**config.mk**
```make
export PLATFORM = sky130hd
export DESIGN_NAME = alu_issue_station
export DESIGN_NICKNAME = d
export VERILOG_FILES = /design/src/rtl/alu_issue_station.sv
export SDC_FILE = /design/constraint.sdc
export NUM_CORES = 2
export LEC_CHECK = 0
export CORE_MARGIN = 5
export CORE_UTILIZATION = 25
export CTS_CLUSTER_SIZE = 25
export DETAILED_ROUTE_END_ITERATION = 12
export GPL_ROUTABILITY_DRIVEN = 1
export PLACE_DENSITY_LB_ADDON = 0.2
export SYNTH_ARGS = -nofsm -noshare
export SYNTH_HDL_FRONTEND = slang
export SYNTH_SLANG_ARGS = --single-unit
```
**constraint.sdc**
```tcl
create_clock -name in_clk -period 4 [get_ports in_clk]
set_clock_uncertainty 0.05 [all_clocks]
set_input_delay 0.6 -clock in_clk [delete_from_list [all_inputs] [get_ports in_clk]]
set_output_delay 0.6 -clock in_clk [all_outputs]
set_load 0.05 [all_outputs]
```
**src/rtl/alu_issue_station.sv**
```systemverilog
// ALU reservation station: holds dispatched ops until A, B and NZCV are ready,
// snoops the FU result broadcast for wakeup, and issues one ready op per cycle.
package alu_issue_pkg;
  localparam int GPR_SIZE     = 32;
  localparam int ROB_IDX_SIZE = 5;

  typedef enum logic [3:0] {
    ALU_PLUS  = 4'd0,
    ALU_MINUS = 4'd1,
    ALU_AND   = 4'd2,
    ALU_OR    = 4'd3,
    ALU_XOR   = 4'd4,
    ALU_SHL   = 4'd5,
    ALU_SHR   = 4'd6,
    ALU_MOV   = 4'd7
  } alu_op_t;

  typedef logic [3:0] nzcv_t;
endpackage

module alu_issue_station
  import alu_issue_pkg::*;
#(
  parameter int RS_SIZE = 8
) (
  input  logic                    in_clk,
  input  logic                    in_rst,
  input  logic                    in_flush,
  input  logic                    in_dispatch_valid,
  input  alu_op_t                 in_dispatch_op,
  input  logic                    in_dispatch_a_ready,
  input  logic [GPR_SIZE-1:0]     in_dispatch_a,
  input  logic                    in_dispatch_b_ready,
  input  logic [GPR_SIZE-1:0]     in_dispatch_b,
  input  logic                    in_dispatch_nzcv_ready,
  input  nzcv_t                   in_dispatch_nzcv,
  input  logic [ROB_IDX_SIZE-1:0] in_dispatch_nzcv_tag,
  input  logic                    in_dispatch_set_nzcv,
  input  logic [ROB_IDX_SIZE-1:0] in_dispatch_dst_rob_index,
  input  logic                    in_fu_done,
  input  logic [ROB_IDX_SIZE-1:0] in_fu_dst_rob_index,
  input  logic [GPR_SIZE-1:0]     in_fu_value,
  input  logic                    in_fu_set_nzcv,
  input  nzcv_t                   in_fu_nzcv,
  input  logic                    in_fu_alu_ready,
  output logic                    out_full,
  output logic [$clog2(RS_SIZE):0] out_count,
  output logic                    out_alu_start,
  output alu_op_t                 out_alu_op,
  output logic [GPR_SIZE-1:0]     out_alu_val_a,
  output logic [GPR_SIZE-1:0]     out_alu_val_b,
  output logic [ROB_IDX_SIZE-1:0] out_alu_dst_rob_index,
  output logic                    out_alu_set_nzcv,
  output nzcv_t                   out_alu_nzcv
);
  localparam int IDX_W = $clog2(RS_SIZE);
  localparam int CNT_W = IDX_W + 1;

  logic [RS_SIZE-1:0]      valid_r, a_rdy_r, b_rdy_r, f_rdy_r, set_nzcv_r;
  alu_op_t                 op_r     [RS_SIZE];
  logic [GPR_SIZE-1:0]     a_r      [RS_SIZE];
  logic [GPR_SIZE-1:0]     b_r      [RS_SIZE];
  nzcv_t                   f_r      [RS_SIZE];
  logic [ROB_IDX_SIZE-1:0] f_tag_r  [RS_SIZE];
  logic [ROB_IDX_SIZE-1:0] dst_r    [RS_SIZE];
  logic [CNT_W-1:0]        count_r;
  logic                    full_r;

  logic [RS_SIZE-1:0]  ready_s;
  logic [IDX_W-1:0]    free_idx_s, sel_idx_s;
  logic                has_free_s, has_sel_s, accept_s, issue_s;
  logic                a_hit_s, b_hit_s, f_hit_s;
  logic                disp_a_rdy_s, disp_b_rdy_s, disp_f_rdy_s;
  logic [GPR_SIZE-1:0] disp_a_s, disp_b_s;
  nzcv_t               disp_f_s;
  logic [CNT_W-1:0]    count_nxt_s;

  // Lowest free slot and lowest fully-ready entry, iterated high to low so the lowest wins.
  always_comb begin
    ready_s    = valid_r & a_rdy_r & b_rdy_r & f_rdy_r;
    free_idx_s = '0;
    has_free_s = 1'b0;
    sel_idx_s  = '0;
    has_sel_s  = 1'b0;
    for (int i = RS_SIZE - 1; i >= 0; i--) begin
      free_idx_s = valid_r[i] ? free_idx_s : IDX_W'(i);
      has_free_s = has_free_s | ~valid_r[i];
      sel_idx_s  = ready_s[i] ? IDX_W'(i) : sel_idx_s;
      has_sel_s  = has_sel_s | ready_s[i];
    end
  end

  // Dispatch operands with same-cycle broadcast bypass, plus handshake and count bookkeeping.
  always_comb begin
    a_hit_s      = in_fu_done && (in_dispatch_a[ROB_IDX_SIZE-1:0] == in_fu_dst_rob_index);
    b_hit_s      = in_fu_done && (in_dispatch_b[ROB_IDX_SIZE-1:0] == in_fu_dst_rob_index);
    f_hit_s      = in_fu_done && in_fu_set_nzcv && (in_dispatch_nzcv_tag == in_fu_dst_rob_index);
    disp_a_rdy_s = in_dispatch_a_ready | a_hit_s;
    disp_b_rdy_s = in_dispatch_b_ready | b_hit_s;
    disp_f_rdy_s = in_dispatch_nzcv_ready | f_hit_s;
    disp_a_s     = (!in_dispatch_a_ready && a_hit_s) ? in_fu_value : in_dispatch_a;
    disp_b_s     = (!in_dispatch_b_ready && b_hit_s) ? in_fu_value : in_dispatch_b;
    disp_f_s     = (!in_dispatch_nzcv_ready && f_hit_s) ? in_fu_nzcv : in_dispatch_nzcv;
    accept_s     = in_dispatch_valid && !full_r && has_free_s;
    issue_s      = in_fu_alu_ready && has_sel_s;
    count_nxt_s  = count_r + CNT_W'(accept_s) - CNT_W'(issue_s);
  end

  // Entry storage: dispatch write, issue invalidate, and tag-match wakeup.
  always_ff @(posedge in_clk) begin
    if (in_rst || in_flush) begin
      valid_r    <= '0;
      a_rdy_r    <= '0;
      b_rdy_r    <= '0;
      f_rdy_r    <= '0;
      set_nzcv_r <= '0;
      count_r    <= '0;
      full_r     <= 1'b0;
      for (int i = 0; i < RS_SIZE; i++) begin
        op_r[i]    <= ALU_PLUS;
        a_r[i]     <= '0;
        b_r[i]     <= '0;
        f_r[i]     <= '0;
        f_tag_r[i] <= '0;
        dst_r[i]   <= '0;
      end
    end else begin
      count_r <= count_nxt_s;
      full_r  <= (count_nxt_s == CNT_W'(RS_SIZE));
      for (int i = 0; i < RS_SIZE; i++) begin
        if (accept_s && (free_idx_s == IDX_W'(i))) begin
          valid_r[i]    <= 1'b1;
          op_r[i]       <= in_dispatch_op;
          a_rdy_r[i]    <= disp_a_rdy_s;
          a_r[i]        <= disp_a_s;
          b_rdy_r[i]    <= disp_b_rdy_s;
          b_r[i]        <= disp_b_s;
          f_rdy_r[i]    <= disp_f_rdy_s;
          f_r[i]        <= disp_f_s;
          f_tag_r[i]    <= in_dispatch_nzcv_tag;
          set_nzcv_r[i] <= in_dispatch_set_nzcv;
          dst_r[i]      <= in_dispatch_dst_rob_index;
        end else begin
          if (issue_s && (sel_idx_s == IDX_W'(i))) begin
            valid_r[i] <= 1'b0;
          end
          if (valid_r[i] && in_fu_done) begin
            if (!a_rdy_r[i] && (a_r[i][ROB_IDX_SIZE-1:0] == in_fu_dst_rob_index)) begin
              a_r[i]     <= in_fu_value;
              a_rdy_r[i] <= 1'b1;
            end
            if (!b_rdy_r[i] && (b_r[i][ROB_IDX_SIZE-1:0] == in_fu_dst_rob_index)) begin
              b_r[i]     <= in_fu_value;
              b_rdy_r[i] <= 1'b1;
            end
            if (!f_rdy_r[i] && in_fu_set_nzcv && (f_tag_r[i] == in_fu_dst_rob_index)) begin
              f_r[i]     <= in_fu_nzcv;
              f_rdy_r[i] <= 1'b1;
            end
          end
        end
      end
    end
  end

  // Issue bundle register: loads the selected entry, otherwise holds with start low.
  always_ff @(posedge in_clk) begin
    if (in_rst || in_flush) begin
      out_alu_start         <= 1'b0;
      out_alu_op            <= ALU_PLUS;
      out_alu_val_a         <= '0;
      out_alu_val_b         <= '0;
      out_alu_dst_rob_index <= '0;
      out_alu_set_nzcv      <= 1'b0;
      out_alu_nzcv          <= '0;
    end else if (issue_s) begin
      out_alu_start         <= 1'b1;
      out_alu_op            <= op_r[sel_idx_s];
      out_alu_val_a         <= a_r[sel_idx_s];
      out_alu_val_b         <= b_r[sel_idx_s];
      out_alu_dst_rob_index <= dst_r[sel_idx_s];
      out_alu_set_nzcv      <= set_nzcv_r[sel_idx_s];
      out_alu_nzcv          <= f_r[sel_idx_s];
    end else begin
      out_alu_start <= 1'b0;
    end
  end

  assign out_full  = full_r;
  assign out_count = count_r;
endmodule
```
## Word level (Yosys, flattened, before mapping)

Memory sizes are Yosys's and may differ from the RTL's. A register that Yosys moved wholly into a read port is not among the register bits.
Index checks and enable logic that the tools add are counted.

| word-level totals | value |
|---|---|
| memories | 6 |
| input bits | 134 |
| output and inout bits | 84 |
| bits in writable memories | 656 |
| word-level logic and storage cells | 684 |
| bits in registers | 47 |

Memories:

| memory | words | bits a word | rd ports | clocked after memory_dff | write ports | line | text |
|---|---|---|---|---|---|---|---|
| a_r | 8 | 32 | 9 | 1 | 8 | 61 | `logic [GPR_SIZE-1:0] a_r [RS_SIZE];` |
| b_r | 8 | 32 | 9 | 1 | 8 | 62 | `logic [GPR_SIZE-1:0] b_r [RS_SIZE];` |
| dst_r | 8 | 5 | 1 | 1 | 8 | 65 | `logic [ROB_IDX_SIZE-1:0] dst_r [RS_SIZE];` |
| f_tag_r | 8 | 5 | 8 | 0 | 8 | 64 | `logic [ROB_IDX_SIZE-1:0] f_tag_r [RS_SIZE];` |
| f_r | 8 | 4 | 1 | 1 | 8 | 63 | `nzcv_t f_r [RS_SIZE];` |
| op_r | 8 | 4 | 1 | 1 | 8 | 60 | `alu_op_t op_r [RS_SIZE];` |

| cells by class | value |
|---|---|
| $lt $le $gt $ge | 1 |
| add/subtract/negate cells | 2 |
| bitwise logic cells | 100 |
| eq/ne operators | 42 |
| mux-type cells | 328 |
| reduce and logical (&&, ||, !) cells | 161 |

Operator list:

| kind | number |
|---|---|
| 2-to-1 mux 32 bit | 34 |
| 2-to-1 mux 1 bit | 236 |
| equality test 5 bit | 27 |
| 2-to-1 mux 4 bit | 25 |
| bitwise OR 1 bit | 89 |
| 2-to-1 mux 5 bit | 16 |
| nonzero test 2 bit | 40 |
| logical AND 1 bit | 66 |
| 2-to-1 mux 3 bit | 16 |
| AND reduction 2 bit | 24 |
| logical NOT 1 bit | 28 |
| bitwise AND 8 bit | 3 |
| equality test 3 bit, second input constant | 8 |
| equality test 3 x 2 -> 1 bit, second input constant | 4 |
| inverter 1 bit | 8 |
| equality test 3 x 1 -> 1 bit, second input constant | 2 |
| logical NOT 3 bit | 2 |
| adder 4 x 1 -> 4 bit | 1 |
| equality test 4 bit, second input constant | 1 |
| < comparator 3 x 4 -> 1 bit, second input constant | 1 |
| subtractor 4 x 1 -> 4 bit | 1 |
| binary-select mux 1 bit (select 3 bit) | 1 |
| logical OR 1 bit | 1 |

## Depth between registers and ports, before layout

| depth | value |
|---|---|
| depth after elaboration | 15 |
| mapped depth | 12 |
| gate-level depth less buffers | 11 |

## Worst setup path after synthesis

OpenSTA, ideal clock, no wires.

| timing path | value |
|---|---|
| kind | reg-to-reg |
| start | register full_r (netlist: out_full) |
| end | memory a_r[6][0], enable pin |
| data required time | 3.575 ns |
| stages on the path, launching flop included | 6 |
| buffers on the path | 0 |
| library setup time | 0.375 ns |
| path slack | 0.645 ns |
| arrival | 2.930 ns |
| clock period less this slack | 3.355 ns |
| cells stage by stage | dfxtp_1 -> and2b_1 -> and3_1 -> nand2_1 -> o21ai_0 -> or2_2 |

RTL lines:

| what | line | text |
|---|---|---|
| start, declared | 67 | `logic full_r;` |
| start signal, assigned | 129 | `full_r <= (count_nxt_s == CNT_W'(RS_SIZE));` |
| end, declared | 61 |  |

## Worst setup path after layout

| timing path | value |
|---|---|
| start | register valid_r[2] |
| end | register out_alu_val_b[1] (read register of b_r) |

| on the way | value |
|---|---|
| word-level cells in the longest chain between the ends | 7 |
| elaborated cells on any way between the ends | 10 |
| those cells by class | mux (3); bitwise (6); reduce/logical (1) |

Ends and longest elaborated chain:

| what | line | text |
|---|---|---|
| start, declared | 59 | `logic [RS_SIZE-1:0] valid_r, a_rdy_r, b_rdy_r, f_rdy_r, set_nzcv_r;` |
| start signal, assigned | 112 | `valid_r <= '0;` |
| start signal, assigned by index | 132 | `valid_r[i] <= 1'b1;` |
| start signal, assigned by index | 145 | `valid_r[i] <= 1'b0;` |
| bitwise AND 8 bit (*) (3 in a row) | 80 | `ready_s = valid_r & a_rdy_r & b_rdy_r & f_rdy_r;` |
| bitwise OR 1 bit (3 in a row) | 89 | `has_sel_s = has_sel_s \| ready_s[i];` |
| logical AND 1 bit | 105 | `issue_s = in_fu_alu_ready && has_sel_s;` |
| end, declared | 51 | `output logic [GPR_SIZE-1:0] out_alu_val_b,` |

Mark *: on every way between the ends. The rest lies on a longest branch, timed or not.
A chain may end at the register's enable or synchronous reset.

==> key figures <==
Run status
  – Outcome: finished clean

Clock network
  – Post-CTS Setup Inserts: 0
  – H-Tree Depth: 3
  – Clk root buf: clkbuf_16
  – Clock buffer depth: 3
  – Num CTS Buffers: 94
  – Skew-Pair Late Insertion Delay: 700 ps
  – Clk slew on worst S/H paths: 60 ps
  – CTS Hold Bufs: 0
  – Clock Sinks: 780
  – Post-CTS Resized: 0
  – TritonCTS clock tree: built

Die
  – Rows: 141
  – Die Area: ~0.16 sq mm
  – Starting Density: 0.252
  – Die Y: slightly below 400 um
  – Die span in x: a little under 400 um
  – Core Footprint: between 0.1 and 0.15 sq mm
  – IO Pins: between 200 and 250

Worst setup path
  – Crit Path Category: register to register
  – CP required: 4490 ps
  – WP data arrival: 3770 ps
  – Worst-case reg-to-reg path depth: 7
  – Crit-path max FO: 45
  – CP Launch Type: register
  – Origin of the critical flop-to-flop path: valid_r[2]$_SDFFE_PP0P_
  – Flop-to-flop setup slack: 720 ps
  – Reg2Reg Capture Point: out_alu_val_b[1]$_SDFFE_PP0P_
  – Worst Setup EP: out_alu_val_b[1]$_SDFFE_PP0P_
  – Worst setup path startpoint: valid_r[2]$_SDFFE_PP0P_
  – Endpoint class of the critical path: register

Timing
  – Fin crit share: 0.820
  – RSZ-0062 raised after global routing: no
  – # setup viols final: 0
  – Max Slew Vio Count: 0
  – Fmax: 0.305 GHz
  – Hold Vio Cnt, Final: 0
  – Hold slack: 406 ps
  – Relative slew slack: 0.209
  – Fin crit period: 3280 ps
  – Fin worst setup slack: between 700 and 800 ps
  – Worst-Margin Slew: roughly 1200 ps
  – Setup_tns: 0 ps

Synthesis
  – Post-synthesis register bit count: 780
  – Async S/R FF share, synth: 0
  – Synthesized cell area: 0.0374 sq mm
  – Yosys top cell by area: edfxtp_1
  – Number of flops mapped to enable cells by yosys: 656
  – Yosys warnings: 0
  – Unique cell type count in the Yosys netlist: roughly 70
  – Synth top area share: 0.527
  – Primary FF master, synth: edfxtp_1
  – Sequential cell area fraction in the yosys report: 0.594
  – Synth Area per Inst: 12.8 sq um
  – Synthesized Nets: 3068
  – Synth Instances: 2929
  – Synth area leaders: edfxtp_1 53%, a22o_1 8.1%, dfxtp_1 6.6%

Drt
  – Iter 0 DRT Violations: between 3000 and 4000
  – Drt first pass iters: 10
  – # DRC: 0
  – Vias per cell: 5.42
  – Vias: about 27000
  – Drt wl/cell: 30.1 um
  – Total Wirelength: 152000 um
  – Post-detailed-route count of antenna-violating nets: 0

Place
  – Final GP Congestion: 0.822
  – Setup Slack @ Placement: 218 ps
  – Dpl hpwl: 96300 um
  – IO buf count: 217

Hold path
  – HP Class: register to register
  – Worst hold start: set_nzcv_r[2]$_SDFFE_PP0P_

Power
  – Leak: ~17 nW
  – VDD IR max: around 0.34 mV
  – Power per cell area: 418 mW/mm^2

Final layout
  – Area delta synth->final: 21.1%
  – Layout cells sized above 1: 0.130
  – # fillers: 14912
  – Final Util: 0.305
  – Total Nets Final: 3174

Global route
  – First-pass GRT wire length: 215000 um
  – Vias in the first global route: between 20000 and 30000
  – GR Overflow Total: 0
  – Largest net degree at the start of global routing: around 80
  – Initial antenna violation count: 16
  – All-layer global routing usage: 0.188

Job
  – Max_cap viols: 0
==> placed cells by master (no fill, tap or decap), types with 13 or more instances in the layout <==
cell type / instances
a22o_1: 347
edfxtp_1: 656
clkbuf_16: 97
dfxtp_1: 124
a21oi_1: 84
nand2_1: 127
nand4_1: 31
mux2i_1: 130
o211ai_1: 24
a21o_1: 23
clkbuf_1: 31
inv_1: 22
nand3_1: 26
a222oi_1: 99
xnor2_1: 93
a22oi_1: 16
xor2_1: 45
buf_4: 148
clkinv_1: 13
nor2_4: 14
o21ai_1: 14
o221ai_1: 55
buf_12: 33
clkinv_2: 19
o21ai_0: 14
a32o_1: 147
nor2_1: 192
nor4_1: 15
clkdlybuf4s50_1: 212
mux2_1: 77
==> worst min-delay path by stage <==
stage                                             to  slack, ps  depth (start not counted)
final                     set_nzcv_r[2]$_SDFFE_PP0P_        410                          2
after global routing      set_nzcv_r[3]$_SDFFE_PP0P_        440                          2
after CTS                 set_nzcv_r[0]$_SDFFE_PP0P_        410                          2
after detailed placement  set_nzcv_r[0]$_SDFFE_PP0P_        400                          2
after global placement    set_nzcv_r[2]$_SDFFE_PP0P_        390                          2
after floorplan           set_nzcv_r[3]$_SDFFE_PP0P_        390                          2
==> stage by stage <==
step | power [mW] | std cells | area [sq um]
6_report | 18.9 | 5051 | 45200
5_1_grt | 19.6 | 5045 | 45200
4_1_cts | 19.1 | 5044 | 45200
3_5_place_dp | 10.8 | 4869 | 42300
3_3_place_gp | 10.8 | 4869 | 42300
2_1_floorplan | 10.2 | 2929 | 37400
==> final cells by class <==
type	count	area (sq um)	area share
diodes	7	17.5	0.000387
clock buffers	135	2640	0.0583
clock inverters	40	297	0.00655
inverters	23	86.3	0.00191
multi-input cells	1738	13700	0.303
flip-flops and latches	780	22200	0.490
well taps	1930	2410	0.0534
repair buffers	398	3920	0.0866
==> cells by family (layout without fill, tap and decap cells) <==
kind of cell               Yosys count  count (layout)  synth area share
AOI/OAI and AO/OA                  875             875             0.199
muxes                              211             211            0.0593
other                                0               7                 0
adders and majority gates            5               5           0.00188
DFF                                780             780             0.594
and+or+nand+nor                    509             509            0.0643
buffers and inverters              411             596            0.0494
xor gates and xnor gates           138             138            0.0324
==> synthesized netlist by cell type (55+ instances only) <==
master and count:
edfxtp_1 656, a22o_1 347, nor2_1 202, clkbuf_1 176, a32o_1 147, mux2i_1 130
nand2_1 127, dfxtp_1 124, a222oi_1 99, xnor2_1 93, a21oi_1 86, buf_2 85
mux2_1 77, buf_1 76, o221ai_1 55
==> worst max-delay path, stage by stage, from the launching register on <==
cell and delay [ps]:
dfxtp_1 480, nand4_1 310, a21boi_2 300, nand2_8 470
buf_12 360, mux2_1 380, a222oi_1 530, o221ai_1 180
==> flip-flops by register name, indices dropped and copies added (netlist names), 4 cells and up <==
signal                 flops
b_r                      256
out_alu_val_a             32
a_rdy_r                    8
out_alu_val_b             32
out_alu_op                 4
dst_r                     40
f_rdy_r                    8
f_r                       32
valid_r                    8
b_rdy_r                    8
op_r                      32
set_nzcv_r                 8
f_tag_r                   40
out_alu_nzcv               4
out_count                  4
out_alu_dst_rob_index      5
a_r                      256
==> per-layer routing <==
metal / vias to the layer above / share of wire / wire length [um] / track usage
li1: 11865 / - / - / -
met1: 14122 / 0.43 / 66100 / 0.257
met2: 1161 / 0.47 / 71300 / 0.308
met3: 200 / 0.077 / 11700 / 0.0395
met4: 10 / 0.019 / 2880 / 0.0402
met5: - / 0.00046 / 70 / 0
==> power by group <==
group / leakage, nW / total, mW / switching, mW / internal (mW)
combinational: 6.84 / 1.30 / 0.867 / 0.428
sequential: 8.28 / 9.31 / 0.124 / 9.18
clock: 1.45 / 8.31 / 3.53 / 4.78
Note: power is estimated with default switching activity, not from simulation.
